## src/rtl/vend_sequencer.sv

```systemverilog
// vend_sequencer: coin-operated vending controller with greedy change payout,
// idle auto-refund and registered handshake outputs.
`default_nettype none

module vend_sequencer #(
    parameter int PRICE      = 15,
    parameter int MAX_CREDIT = 40,
    parameter int TIMEOUT    = 200
) (
    input  logic       clk,
    input  logic       rst,
    input  logic       coin_valid,
    input  logic [1:0] cash_in,
    input  logic       sel,
    input  logic       cancel,
    input  logic       dispense_ack,
    input  logic       coin_out_ack,
    output logic       dispense_req,
    output logic       coin_out_valid,
    output logic [1:0] coin_out,
    output logic       coin_reject,
    output logic [5:0] credit,
    output logic       busy
);

    typedef enum logic [1:0] {
        S_IDLE   = 2'd0,
        S_CREDIT = 2'd1,
        S_VEND   = 2'd2,
        S_CHANGE = 2'd3
    } state_t;

    localparam logic [5:0] c_PRICE   = 6'(PRICE);
    localparam logic [6:0] c_MAX     = 7'(MAX_CREDIT);
    localparam logic [7:0] c_TIMEOUT = 8'(TIMEOUT);

    function automatic logic [5:0] coin_value(input logic [1:0] code);
        case (code)
            2'b01:   coin_value = 6'd5;
            2'b10:   coin_value = 6'd10;
            2'b11:   coin_value = 6'd20;
            default: coin_value = 6'd0;
        endcase
    endfunction

    function automatic logic [1:0] greedy_coin(input logic [5:0] amount);
        if (amount >= 6'd20)      greedy_coin = 2'b11;
        else if (amount >= 6'd10) greedy_coin = 2'b10;
        else                      greedy_coin = 2'b01;
    endfunction

    state_t     r_state;
    logic [7:0] r_idle_cnt;

    state_t     w_state_n;
    logic [5:0] w_credit_n;
    logic [7:0] w_idle_n;
    logic       w_dreq_n;
    logic       w_cov_n;
    logic [1:0] w_co_n;
    logic       w_rej_n;

    logic       w_coin_present;
    logic [5:0] w_coin_val;
    logic [6:0] w_sum;
    logic       w_accept;
    logic [5:0] w_remain;
    logic [7:0] w_idle_inc;

    // One extra bit on the sum so a 20 on top of a full 60 cannot wrap past the ceiling test.
    assign w_coin_present = coin_valid && (cash_in != 2'b00);
    assign w_coin_val     = coin_value(cash_in);
    assign w_sum          = {1'b0, credit} + {1'b0, w_coin_val};
    assign w_accept       = w_coin_present && !cancel && (w_sum <= c_MAX);
    assign w_remain       = credit - coin_value(coin_out);
    assign w_idle_inc     = r_idle_cnt + 8'd1;

    always_comb begin
        w_state_n  = r_state;
        w_credit_n = credit;
        w_idle_n   = r_idle_cnt;
        w_dreq_n   = dispense_req;
        w_cov_n    = coin_out_valid;
        w_co_n     = coin_out;
        w_rej_n    = 1'b0;

        case (r_state)
            S_IDLE, S_CREDIT: begin
                w_rej_n = w_coin_present && !w_accept;
                if (r_state == S_CREDIT && cancel) begin
                    w_state_n = S_CHANGE;
                    w_idle_n  = 8'd0;
                    w_cov_n   = 1'b1;
                    w_co_n    = greedy_coin(credit);
                end else if (r_state == S_CREDIT && sel && credit >= c_PRICE) begin
                    // Sufficiency is judged on the pre-coin credit; an accepted coin still adds in.
                    w_credit_n = (w_accept ? w_sum[5:0] : credit) - c_PRICE;
                    w_state_n  = S_VEND;
                    w_idle_n   = 8'd0;
                    w_dreq_n   = 1'b1;
                end else if (w_accept) begin
                    w_credit_n = w_sum[5:0];
                    w_state_n  = S_CREDIT;
                    w_idle_n   = 8'd0;
                end else if (r_state == S_CREDIT) begin
                    if (sel || cancel) begin
                        w_idle_n = 8'd0;
                    end else if (w_idle_inc >= c_TIMEOUT) begin
                        w_state_n = S_CHANGE;
                        w_idle_n  = 8'd0;
                        w_cov_n   = 1'b1;
                        w_co_n    = greedy_coin(credit);
                    end else begin
                        w_idle_n = w_idle_inc;
                    end
                end
            end
            S_VEND: begin
                w_rej_n = w_coin_present;
                if (dispense_ack) begin
                    w_dreq_n = 1'b0;
                    if (credit != 6'd0) begin
                        w_state_n = S_CHANGE;
                        w_cov_n   = 1'b1;
                        w_co_n    = greedy_coin(credit);
                    end else begin
                        w_state_n = S_IDLE;
                    end
                end
            end
            default: begin
                w_rej_n = w_coin_present;
                if (coin_out_ack && coin_out_valid) begin
                    w_credit_n = w_remain;
                    if (w_remain == 6'd0) begin
                        w_state_n = S_IDLE;
                        w_cov_n   = 1'b0;
                        w_co_n    = 2'b00;
                    end else begin
                        w_co_n = greedy_coin(w_remain);
                    end
                end
            end
        endcase
    end

    always_ff @(posedge clk) begin
        if (rst) begin
            r_state        <= S_IDLE;
            r_idle_cnt     <= 8'd0;
            credit         <= 6'd0;
            dispense_req   <= 1'b0;
            coin_out_valid <= 1'b0;
            coin_out       <= 2'b00;
            coin_reject    <= 1'b0;
            busy           <= 1'b0;
        end else begin
            r_state        <= w_state_n;
            r_idle_cnt     <= w_idle_n;
            credit         <= w_credit_n;
            dispense_req   <= w_dreq_n;
            coin_out_valid <= w_cov_n;
            coin_out       <= w_co_n;
            coin_reject    <= w_rej_n;
            busy           <= (w_state_n == S_VEND) || (w_state_n == S_CHANGE);
        end
    end

endmodule

`default_nettype wire
```

## config.mk

```make
export PLATFORM = sky130hd
export DESIGN_NAME = vend_sequencer
export DESIGN_NICKNAME = d
export VERILOG_FILES = /design/src/rtl/vend_sequencer.sv
export SDC_FILE = /design/constraint.sdc
export NUM_CORES = 1
export LEC_CHECK = 0
export CORE_ASPECT_RATIO = 0.75
export CORE_MARGIN = 3
export CORE_UTILIZATION = 45
export CTS_CLUSTER_SIZE = 14
export DETAILED_ROUTE_END_ITERATION = 8
export PLACE_DENSITY = 0.67
export SYNTH_ARGS = -nofsm -noshare
export SYNTH_HDL_FRONTEND = slang
export SYNTH_SLANG_ARGS = --single-unit
```

## constraint.sdc

```tcl
create_clock -name clk -period 5.3 [get_ports clk]
set_input_delay 1.59 -clock clk [delete_from_list [all_inputs] [get_ports clk]]
set_output_delay 1.59 -clock clk [all_outputs]
set_load 0.01 [all_outputs]
```

==> results.json, run 1 <==
{
  "num-fill-cells": 448,
  "cp.arrival_ns": 4.94,
  "drt_iter0_drc": 176,
  "worst_pin_slew_ns": 0.830,
  "power_frac_comb": 0.617,
  "cts_buffer_depth": 2,
  "grt_pass1_wl_microns": 8940,
  "yosysWarningCount": 0,
  "netlist_instances": 277,
  "holdCritPathClass": "register to register",
  "die_h_microns": 66.1,
  "yosysUniqueCellTypes": 68,
  "via_count": 2134,
  "regArea_sq_um": 440,
  "clock_latency_ns": 0.27,
  "outcome": "complete, no violations",
  "grt_max_degree": 24,
  "slew_violations": 0,
  "power-per-cell-area_nw_per_um2": 487,
  "io_pins": 21,
  "cts_setup_buffers": 0,
  "place_congestion": 0.844,
  "period_share": 0.910,
  "p_int_uw": 618,
  "multiInputGateArea_sq_um": 1570,
  "period_needed_ns": 4.82,
  "crit_type": "primary input to register",
  "fmaxAchievable_ghz": 0.207,
  "cts_root_buf": "clkbuf_8",
  "met3_usage": 0.0299,
  "numCtsBuffers": 3,
  "synth_edf_count": 0,
  "synth_area_sq_um": 2170,
  "start_kind": "primary input",
  "finalPower_mw": 1.17,
  "worst_setup_path_end_kind": "register",
  "grtUsageTotal": 0.192,
  "cts_tree": "built",
  "worst_ep_required_time_ns": 5.42,
  "wl_per_cell_microns": 15.6,
  "cp_max_fo": 8,
  "final-hold-violation-count": 0,
  "ant_nets": 0,
  "antenna_found_initial": 0,
  "nets": 309,
  "synth_area_per_cell_sq_um": 7.83,
  "power.switching_uw": 547,
  "rsz0062_at_grt": "false",
  "p_seq_frac": 0.246,
  "synthFlopType": "dfxtp_1",
  "antenna_cells": 0,
  "grtUsageMet2": 0.305,
  "p_sw_frac": 0.469,
  "busiest_layer": "met2",
  "core-area_sq_um": 4550,
  "relSlewSlack": 0.445,
  "fin_worst_skew_ns": 0.00338,
  "setup_violations": 0,
  "die_w_microns": 86.2,
  "cts.repair.resized": 0,
  "numClockSinks": 22,
  "drc": 0,
  "drive_gt1_frac": 0.0836,
  "io_buffers": 20,
  "synth_nets": 298,
  "dieArea_sq_um": 5700,
  "path_clk_slew_ns": 0.08,
  "synthArstFlopShare": 0,
  "grt-ovfl-total": 0,
  "drt_pre_antenna_iters": 4,
  "grt_use_met1": 0.278,
  "fin_setup_tns_ns": 0,
  "drt-total-wl_microns": 5360,
  "grt_pass1_vias": 1885,
  "cts_hold_buf": 0,
  "rows": 21,
  "area_delta_synth_final_pct": 10.3,
  "ys_ff_latch": 22,
  "vdd_drop_max_mv": 0.274,
  "pwr-share-clk": 0.137,
  "drv_cap": 0,
  "hpwl_microns": 4010,
  "vias_per_cell": 6.20,
  "h-tree-depth": 1,
  "initial_core_util": 0.477,
  "seq_area_frac_synth": 0.203,
  "p_leak_nw": 0.833
}
[power by group through the flow]
stage	registers, mW	clock network [mW]	logic, mW
floorplan	0.253	0	0.587
global placement	0.289	0	0.709
detailed placement	0.290	0	0.710
CTS	0.287	0.162	0.714
global route	0.297	0.170	0.804
finish	0.287	0.159	0.719
[layout make-up]
cell class	count	share of cell area
well taps	57	0.0298
inverters	10	0.0157
clock inverters	1	0.0125
flip-flops and latches	22	0.184
clock buffers	3	0.0173
repair buffers	21	0.0868
multi-input cells	230	0.654
[worst paths after layout]
kind	cells past startpoint	start	to	slack, ns
worst max register to register	13	credit[1]	credit[2]	1.87
worst max-delay path	15	cash_in[0]	credit[2]	0.48
worst min register to register	2	dispense_req	dispense_req	0.49
worst min-delay path	2	dispense_req	dispense_req	0.49
[critical path: stages]
cell,delay [ns]
clkdlybuf4s50_1,0.50
nand2b_1,0.23
xnor2_1,0.15
ha_1,0.26
a21o_2,0.23
o21ai_0,0.21
a21o_2,0.21
o2111ai_1,0.27
nand3_1,0.23
nand2_1,0.08
ha_1,0.21
and2_1,0.15
or4_1,0.39
a31oi_1,0.17
a211oi_1,0.06
[per-layer routing]
metal	vias to the layer above	wire length (microns)
li1	1091	-
met1	1000	2720
met2	39	2370
met3	4	232
met4	0	36
met5	-	0
[placed cells by master (no fill, tap or decap), types with 5 or more instances in the layout]
| master | n |
|---|---|
| a211oi_1 | 7 |
| a21oi_1 | 21 |
| a31oi_1 | 5 |
| clkdlybuf4s50_1 | 20 |
| dfxtp_1 | 22 |
| ha_1 | 11 |
| inv_1 | 10 |
| nand2_1 | 23 |
| nand2b_1 | 5 |
| nand3_1 | 12 |
| nand3b_1 | 5 |
| nor2_1 | 17 |
| nor3_1 | 8 |
| o2111ai_1 | 6 |
| o21a_1 | 6 |
| o21ai_0 | 18 |
| xnor2_1 | 5 |
[state kept, by name, summed over array words and instances, names as in the netlist]
name	cells
coin_out	2
coin_out_valid	1
r_state	2
coin_reject	1
credit	6
busy	1
dispense_req	1
r_idle_cnt	8
[logic make-up (layout without fill, tap and decap cells)]
| family | count (synthesis) | count (layout) | share of synthesized area |
|---|---|---|---|
| simple gates | 107 | 107 | 0.272 |
| compound gates | 104 | 104 | 0.349 |
| buf+inv | 25 | 35 | 0.0755 |
| flops | 22 | 22 | 0.203 |
| fa+ha+maj | 12 | 12 | 0.0727 |
| xor+xnor | 7 | 7 | 0.0283 |
[cells in the mapped netlist, drive strengths merged (5+ instances only)]
library cell / n / area, sq um
nand2: 23 / 86.3
dfxtp: 22 / 440
a21oi: 21 / 105
o21ai: 19 / 98.9
nor2: 18 / 75.1
nand3: 12 / 60.1
ha: 11 / 138
clkbuf: 10 / 77.6
inv: 10 / 37.5
nor3: 8 / 40.0
a211oi: 7 / 52.6
and3: 7 / 47.5
o2111ai: 6 / 52.6
o21a: 6 / 45.0
a31oi: 5 / 31.3
nand2b: 5 / 31.3
nand3b: 5 / 37.5
xnor2: 5 / 43.8
[per-stage QoR]
stage / cell area (sq um) / instances / hold WS [ns] / setup WS [ns] / utilization
5_1_grt: 2390 / 344 / 0.547 / 0.237 / 0.527
6_report: 2390 / 344 / 0.490 / 0.479 / 0.527
4_1_cts: 2390 / 344 / 0.498 / 0.526 / 0.527
3_5_place_dp: 2320 / 340 / 0.485 / 0.239 / 0.511
2_1_floorplan: 2170 / 277 / 0.468 / 0.868 / -
3_3_place_gp: 2320 / 340 / 0.473 / 0.300 / 0.511
Note: power is estimated with default switching activity, not from simulation.
==> run 2: changes to the inputs <==
- CORE_MARGIN: 3 -> 1
- SLEW_MARGIN: unset -> 20
==> run 2 against run 1 <==
Against the previous run:
- sequential power barely moved
- fmax down 0.89%
- first-iteration DRC count shrank 30%
- non-clock buffer count unchanged
- combinational power about the same
- register-to-register slack barely moved
- design area stayed put
- utilization stayed put
- clock-buffer cell count is the same
- sequential share of layout area unchanged
- critical path type unchanged
==> results.json, run 2 (synthesis results as in run 1) <==
{
  "drc": 0,
  "place_congestion": 0.883,
  "final-hold-violation-count": 0,
  "worst_pin_slew_ns": 0.840,
  "area_delta_synth_final_pct": 10.3,
  "period_share": 0.918,
  "io_pins": 21,
  "slew_violations": 0,
  "fin_util": 0.527,
  "drive_gt1_frac": 0.0836,
  "period_needed_ns": 4.86,
  "cts_buffer_depth": 2,
  "path_clk_slew_ns": 0.08,
  "regArea_sq_um": 440,
  "cp_max_fo": 12,
  "crit_type": "primary input to register",
  "r2r_slack_ns": 1.88,
  "fin_worst_skew_ns": 0.00380,
  "cts_setup_buffers": 0,
  "start_kind": "primary input",
  "power-per-cell-area_nw_per_um2": 487,
  "vdd_drop_max_mv": 0.307,
  "core-area_sq_um": 4550,
  "via_count": 2144,
  "drt_pre_antenna_iters": 5,
  "outcome": "complete, no violations",
  "timing.rr.end": "credit[2]",
  "fin_setup_tns_ns": 0,
  "clock_latency_ns": 0.26,
  "rows": 21,
  "wl_per_cell_microns": 15.3,
  "io_buffers": 20,
  "drv_cap": 0,
  "die_w_microns": 82.2,
  "cts_root_buf": "clkbuf_8",
  "cts.repair.resized": 0,
  "holdCritPathClass": "register to register",
  "grt-ovfl-total": 0,
  "grt_pass1_wl_microns": 9230,
  "drt_iter0_drc": 123,
  "initial_core_util": 0.477,
  "drt-total-wl_microns": 5260,
  "hp-start": "dispense_req",
  "grt_pass1_vias": 1945,
  "multiInputGateArea_sq_um": 1570,
  "largest_reg_flops": 8,
  "setup_violations": 0,
  "nets": 309,
  "cts_tree": "built",
  "r2r-start": "credit[1]",
  "die_h_microns": 62.1,
  "worst_setup_path_end_kind": "register",
  "cp.arrival_ns": 4.98,
  "rsz0062_at_grt": "false",
  "cts_hold_buf": 0,
  "fmaxAchievable_ghz": 0.206,
  "relSlewSlack": 0.438,
  "worst_ep_required_time_ns": 5.42,
  "layout_commonest_cell": "nand2_1",
  "final_cell_mix": "23 x nand2_1, 22 x dfxtp_1, 21 x a21oi_1",
  "ant_nets": 0,
  "dieArea_sq_um": 5110,
  "antenna_cells": 0,
  "grt_max_degree": 24,
  "reg2reg_depth": 13,
  "grtUsageTotal": 0.228,
  "hpwl_microns": 3950,
  "num-fill-cells": 434,
  "top_regs": "r_idle_cnt (8), credit (6)",
  "h-tree-depth": 1,
  "hold_depth": 2,
  "largest_register": "r_idle_cnt",
  "p_leak_nw": 0.833,
  "min_to": "dispense_req",
  "numClockSinks": 22,
  "numCtsBuffers": 3,
  "vias_per_cell": 6.23,
  "antenna_found_initial": 0
}
run 2: layer usage:
metal,vias to the layer above,track usage,routed length [microns]
met5,-,0,0
li1,1090,-,-
met1,977,0.335,2680
met3,4,0.0368,305
met4,0,0.0461,47
met2,73,0.345,2230
run 2: worst max path at each step:
stage / slack [ns] / endpoint / startpoint / depth (start not counted)
finish: 0.44 / credit[2] / cash_in[0] / 15
global route: 0.12 / credit[2] / cash_in[0] / 15
CTS: 0.47 / credit[2] / cash_in[0] / 15
detailed placement: 0.18 / credit[2] / cash_in[0] / 15
global placement: 0.31 / credit[2] / cash_in[0] / 15
floorplan: 0.87 / credit[2] / cash_in[0] / 15
run 2: through the flow:
step	setup slack, ns	power [mW]	std cells	hold slack, ns	instance area [sq um]
floorplan	0.868	0.840	277	0.468	2170
detailed placement	0.176	1.00	340	0.470	2320
finish	0.436	1.17	344	0.478	2390
global route	0.118	1.27	344	0.512	2390
CTS	0.470	1.16	344	0.483	2390
global placement	0.314	0.997	340	0.474	2320
run 2: cell type report:
class / count / area share
Multi-Input combinational cell: 230 / 0.654
Clock inverter: 1 / 0.0125
Tap cell: 57 / 0.0298
Sequential cell: 22 / 0.184
Timing Repair Buffer: 21 / 0.0868
Inverter: 10 / 0.0157
Clock buffer: 3 / 0.0173
run 2: report_power, final:
group / internal, mW / total [mW] / switching (mW)
combinational: 0.318 / 0.721 / 0.403
sequential: 0.199 / 0.287 / 0.0882
clock: 0.101 / 0.158 / 0.0573
total: 0.618 / 1.17 / 0.549
run 2: worst max-delay path, stage by stage:
cell and delay [ns]:
clkdlybuf4s50_1 0.58, nor2b_1 0.17, ha_1 0.23, ha_1 0.24
o21a_1 0.17, o2111ai_1 0.10, and3_2 0.27, and3_2 0.28
o21ai_0 0.25, nand2_1 0.10, ha_1 0.23, and2_1 0.15
or4_1 0.39, a31oi_1 0.17, a211oi_1 0.06
==> run 3: changes to the inputs <==
- SLEW_MARGIN: 20 -> unset
==> results of run 3 <==
The final DEF is identical to that of run 2; final timing and power are the same.
==> variant 1, RTL diff (config.mk and constraints of run 1) <==
Re-encode `state_t` (4 states) as Gray code, 2 bits wide.
--- a/src/rtl/vend_sequencer.sv
+++ b/src/rtl/vend_sequencer.sv
@@ -26,6 +26,6 @@
     typedef enum logic [1:0] {
-        S_IDLE   = 2'd0,
-        S_CREDIT = 2'd1,
-        S_VEND   = 2'd2,
-        S_CHANGE = 2'd3
+        S_IDLE   = 2'b00,
+        S_CREDIT = 2'b01,
+        S_VEND   = 2'b11,
+        S_CHANGE = 2'b10
     } state_t;
Check against the original RTL: same outputs for any inputs over 10 cycles, from zero or initial values and one cycle with rst high; not proved beyond that.
==> variant 1 against run 1 <==
  * Design area up 3.7%
  * Setup slack worse by 0.16 ns
  * Power down 1.5%
  * Area after synthesis down 1.3%
  * Via count up 2.9%
  * Routed wire length up 1.1%
  * Highest routed layer unchanged
  * Clock skew down 0.0020 ns
  * Cell count up 4.7%
  * Count of clock-buffer cells in the layout unchanged
  * Sequential cell count unchanged
==> variant 1: results (changes against run 1) <==
Non-CTS buffers=28 (+33%); number of global-route vias before repair=1,899 (+0.74%); adder-cell area share of the yosys netlist=7.36% (+0.098 points); post-layout min period=4.98 ns (+0.164 ns); Area after DPL=2390 um2 (+3.1%); Post-Route WL=5420 um (+1.1%); fraction of area in registers=17.8% (-0.65 points); LEAKAGE=0.000937 uW (+13%); slew margin rel.=41.3% (-3.2 points); crit path DAT=5.17 ns (+0.23 ns); routed wl met3=359 um (+55%); placed cells=356 (+4.7%); mux cell area share after synthesis=2.45% (+2.5 points); status=complete, no violations; first-pass GRT wire length=9150 um (+2.4%); DP Wirelength=4040 um (+0.66%); fin util=54.9% (+2.2 points); post-synth net total=307 (+3.0%); Netlist cell types=64 (-5.9%); Layout area overhead=15.9%; M2 GR Usage=28.7% (-1.8 points); drt via density=6.10 (-1.7%); Mapped Avg Cell Area=7.49 um2 (-4.4%); CP Max Fanout=6 (-2); wl on met1=2820 um (+3.8%); Synth Area in XOR/XNOR=4.97% (+2.1 points); Global Route Usage Sum=20.1% (+0.87 points); most frequent cells after synthesis=nor2_1, a21oi_1, dfxtp_1; routability cong.=0.850 (+0.69%); post-synthesis compound-gate area fraction=32.1% (-2.7 points); clk tree area frac=2.87% (-0.11 points); Fillers=430 (-4.0%); nets=325 (+5.2%); Peak VDD IR=314 uV (+15%); critical path startpoint=cash_in[1]; vias=2,196 (+2.9%); R2R Setup Slk=1.62 ns (-0.25 ns); met2 WL=2200 um (-7.5%); Resize count post-CTS=0 (unchanged); pre-CTS setup slack=0.00121 ns (-0.238 ns); CP Capture Point=credit[4]; Hold WS=0.509 ns (+0.0193 ns); post-route DRC violation count=0 (unchanged); Synth area leaders=dfxtp_1, ha_1, a21oi_1; skew final=0.00142 ns (-0.00196 ns); drt first-iter violations=151 (-14%); multi-input gate count=241 (+4.8%); area of the multi-input gates=1610 um2 (+2.6%); WHS Endpoint=coin_out_valid; length in cells of the worst reg-to-reg path=14 (+1); Hold Startpoint=coin_out_valid; buffer share of cell area=10.6% (+1.9 points); TritonRoute pass-1 iters=5 (+1); met3 Track Usage GR=3.13% (+0.14 points)
variant 1: cell count changes after synthesis, moves of 4 or more:
cell | before | now
o2111ai_1 | 6 | 2
nor2_1 | 17 | 32
o31ai_1 | 1 | 5
a21oi_1 | 21 | 26
nand2b_1 | 5 | 11
or3_1 | 1 | 7
nor4_1 | 4 | 0
a21o_1 | 0 | 8
clkbuf_8 | 4 | 0
nand2_1 | 23 | 18
variant 1: critical path, stage by stage:
cell and delay (ns):
clkdlybuf4s50_1 0.55, nor2b_1 0.22, xor2_1 0.17, ha_1 0.23
a21o_1 0.15, o21ai_0 0.09, and3_2 0.32, a2111oi_4 0.36
or2_1 0.18, mux2_1 0.35, ha_1 0.25, and3_1 0.18
a31oi_1 0.15, nand3_1 0.11, mux2i_1 0.12, nor3_1 0.16
variant 1: power by group:
| part | leakage [uW] | internal [uW] | switching (uW) |
|---|---|---|---|
| Sequential | 0.000179 | 195 | 90.4 |
| Combinational | 0.000723 | 332 | 373 |
| Clock | 0.0000357 | 101 | 57.1 |
==> variant 2, RTL diff (flow settings as in run 1) <==
Made on the original files. The parameter `MAX_CREDIT` goes from 40 to 20.
--- a/src/rtl/vend_sequencer.sv
+++ b/src/rtl/vend_sequencer.sv
@@ -6,3 +6,3 @@
     parameter int PRICE      = 15,
-    parameter int MAX_CREDIT = 40,
+    parameter int MAX_CREDIT = 20,
     parameter int TIMEOUT    = 200
Check against the original RTL: not equivalent (Yosys sat finds a counterexample within 4 cycles, from zero or initial values and one cycle with rst high).
==> variant 2 against run 1 <==
  * Routed wire length increased by 6.0%
  * Non-clock buffer count increased by 4
  * Count of clock-buffer cells in the layout increased by 1
  * Critical path depth decreased by 1
  * Largest cell class unchanged
  * Design area increased by 3.1%
  * Sequential share of layout area decreased by 0.56 points
  * Sequential cell count unchanged
  * Setup slack got worse by 0.12 ns
  * Global-route usage increased by 1.7 points
  * Area after synthesis decreased by 0.46%
Power is not compared: it rests on default switching activity, and its combinational part moved more than twofold at a synthesized area within 25%.
==> variant 2: results (changes against run 1) <==
number of diodes=0 (unchanged); worst hold stages=2 (unchanged); length in cells of the worst reg-to-reg path=12 (-1); slew margin rel.=44.3% (-0.24 points); Global Route Usage Sum=20.9% (+1.7 points); routability cong.=0.864 (+2.3%); Peak VDD IR=120 uV; CP Max Fanout=6 (-2); Fillers=419 (-6.5%); nets=323 (+4.5%); RR Startpoint=credit[0]; Synth area leaders=dfxtp_1, ha_1, nor2_1; clock transition at the registers of the reported paths=0.09 ns; drt first-iter violations=202 (+15%); TritonRoute pass-1 iters=5 (+1); initial antenna violation count=0 (unchanged); H-tree levels=1 (unchanged); most frequent cells after synthesis=nor2_1, dfxtp_1, nand2_1; Buffers on Ports=20 (unchanged); Inserted Clock Buffers=3 (unchanged); ys flop type=dfxtp_1; Netlist cell types=62 (-8.8%); root buffer cell=clkbuf_8; post-synth net total=304 (+2.0%); critical path startpoint=cash_in[0]; clock tree buffer depth=2 (unchanged); number of global-route vias before repair=2,090 (+11%); vias=2,224 (+4.2%); status=complete, no violations; fraction of layout cells with a size suffix above 1=9.36% (+1.0 points); register area share after synthesis=20.4% (+0.094 points); crit path DAT=5.12 ns (+0.18 ns); max FFs per register=8 (unchanged); biggest regs=r_idle_cnt x8, credit x6; Hold WC Path Type=reg2reg; DP Wirelength=4300 um (+7.2%); post-cts hold buffer count=0 (unchanged); skew final=0.00863 ns (+0.00525 ns); largest net degree at the start of global routing=22 (-8.3%); Hold Startpoint=coin_out[0]; internal power=around 370 uW; LEAKAGE=a little under 0.0009 uW; first-pass GRT wire length=9770 um (+9.3%); YS warnings=0 (unchanged); Post-Route WL=5680 um (+6.0%)
==> variant 2: cell types whose count changed after synthesis, moves of 4 or more <==
cell / delta
nand2_1: -4
o2111ai_1: -5
clkbuf_8: -4
nor2_1: +8
nor2b_1: +6
a22oi_1: +4
inv_1: +6
mux2i_1: +6
nand3_1: -6
==> variant 2: kinds of logic (layout without fill, tap and decap cells) <==
| logic type | after synthesis | in the layout | share of synthesized area, % |
|---|---|---|---|
| adder cells (fa/ha/maj) | 14 | 14 | 8.81 |
| buffers and inverters | 27 | 45 | 5.45 |
| multiplexers | 8 | 8 | 4.00 |
| flip-flops | 22 | 22 | 20.4 |
| AND/OR/NAND/NOR | 112 | 112 | 28.6 |
| XOR/XNOR | 10 | 10 | 4.40 |
| AO/OA/AOI/OAI | 88 | 88 | 28.3 |
==> variant 2: final cells by class <==
cell class / instances / share of cell area (%)
Multi-Input combinational cell: 232 / 65.0
Tap cell: 57 / 2.89
Sequential cell: 22 / 17.8
Timing Repair Buffer: 25 / 9.63
Clock buffer: 4 / 2.23
Inverter: 16 / 2.43
==> variant 2: metrics by stage <==
step	std cells	util [%]	cell area (um2)	setup slack [ns]	hold slack (ns)
after floorplan	281	-	2160	0.804	0.479
after CTS	355	54.1	2460	0.292	0.497
after detailed placement	351	52.9	2400	0.0368	0.478
after global placement	351	52.9	2400	0.159	0.483
final	356	54.3	2470	0.360	0.488
after global routing	356	54.3	2470	0.0414	0.537
==> variant 2: critical path: stages <==
cell and delay [ns]:
clkdlybuf4s50_1 0.52, nor2b_1 0.15, ha_1 0.21, fa_2 0.47, or2_2 0.32, a22oi_1 0.19, a211oi_2 0.17, nor2_4 0.22
mux2_2 0.37, ha_1 0.24, o2111ai_1 0.10, o211ai_2 0.13, xnor2_1 0.18, a221oi_1 0.26
==> variant 2: power by group through the flow <==
stage	registers, uW	logic (uW)	clock network (uW)
detailed placement	207	287	0
CTS	203	289	125
global route	207	333	133
finish	204	297	125
global placement	207	284	0
floorplan	199	214	0
==> variant 2: per-layer routing <==
layer / GRT usage (%) / vias up / part of all wire (%)
met5: 0 / - / 0
met4: 3.16 / 0 / 0.40
met3: 4.11 / 4 / 6.3
met2: 31.9 / 88 / 42
met1: 30.8 / 1041 / 51
li1: - / 1091 / -
==> variant 2: worst paths after layout <==
path | end | slack, ns
max | credit[4] | 0.36
min | coin_out[0] | 0.49
max reg2reg | credit[4] | 1.77
min reg2reg | coin_out[0] | 0.49
==> variant 2: repair_timing <==
item / in CTS / in global routing
buffers inserted: 0 / 1
setup endpoints to repair: 0 / 1
gates resized for setup: 0 / 1
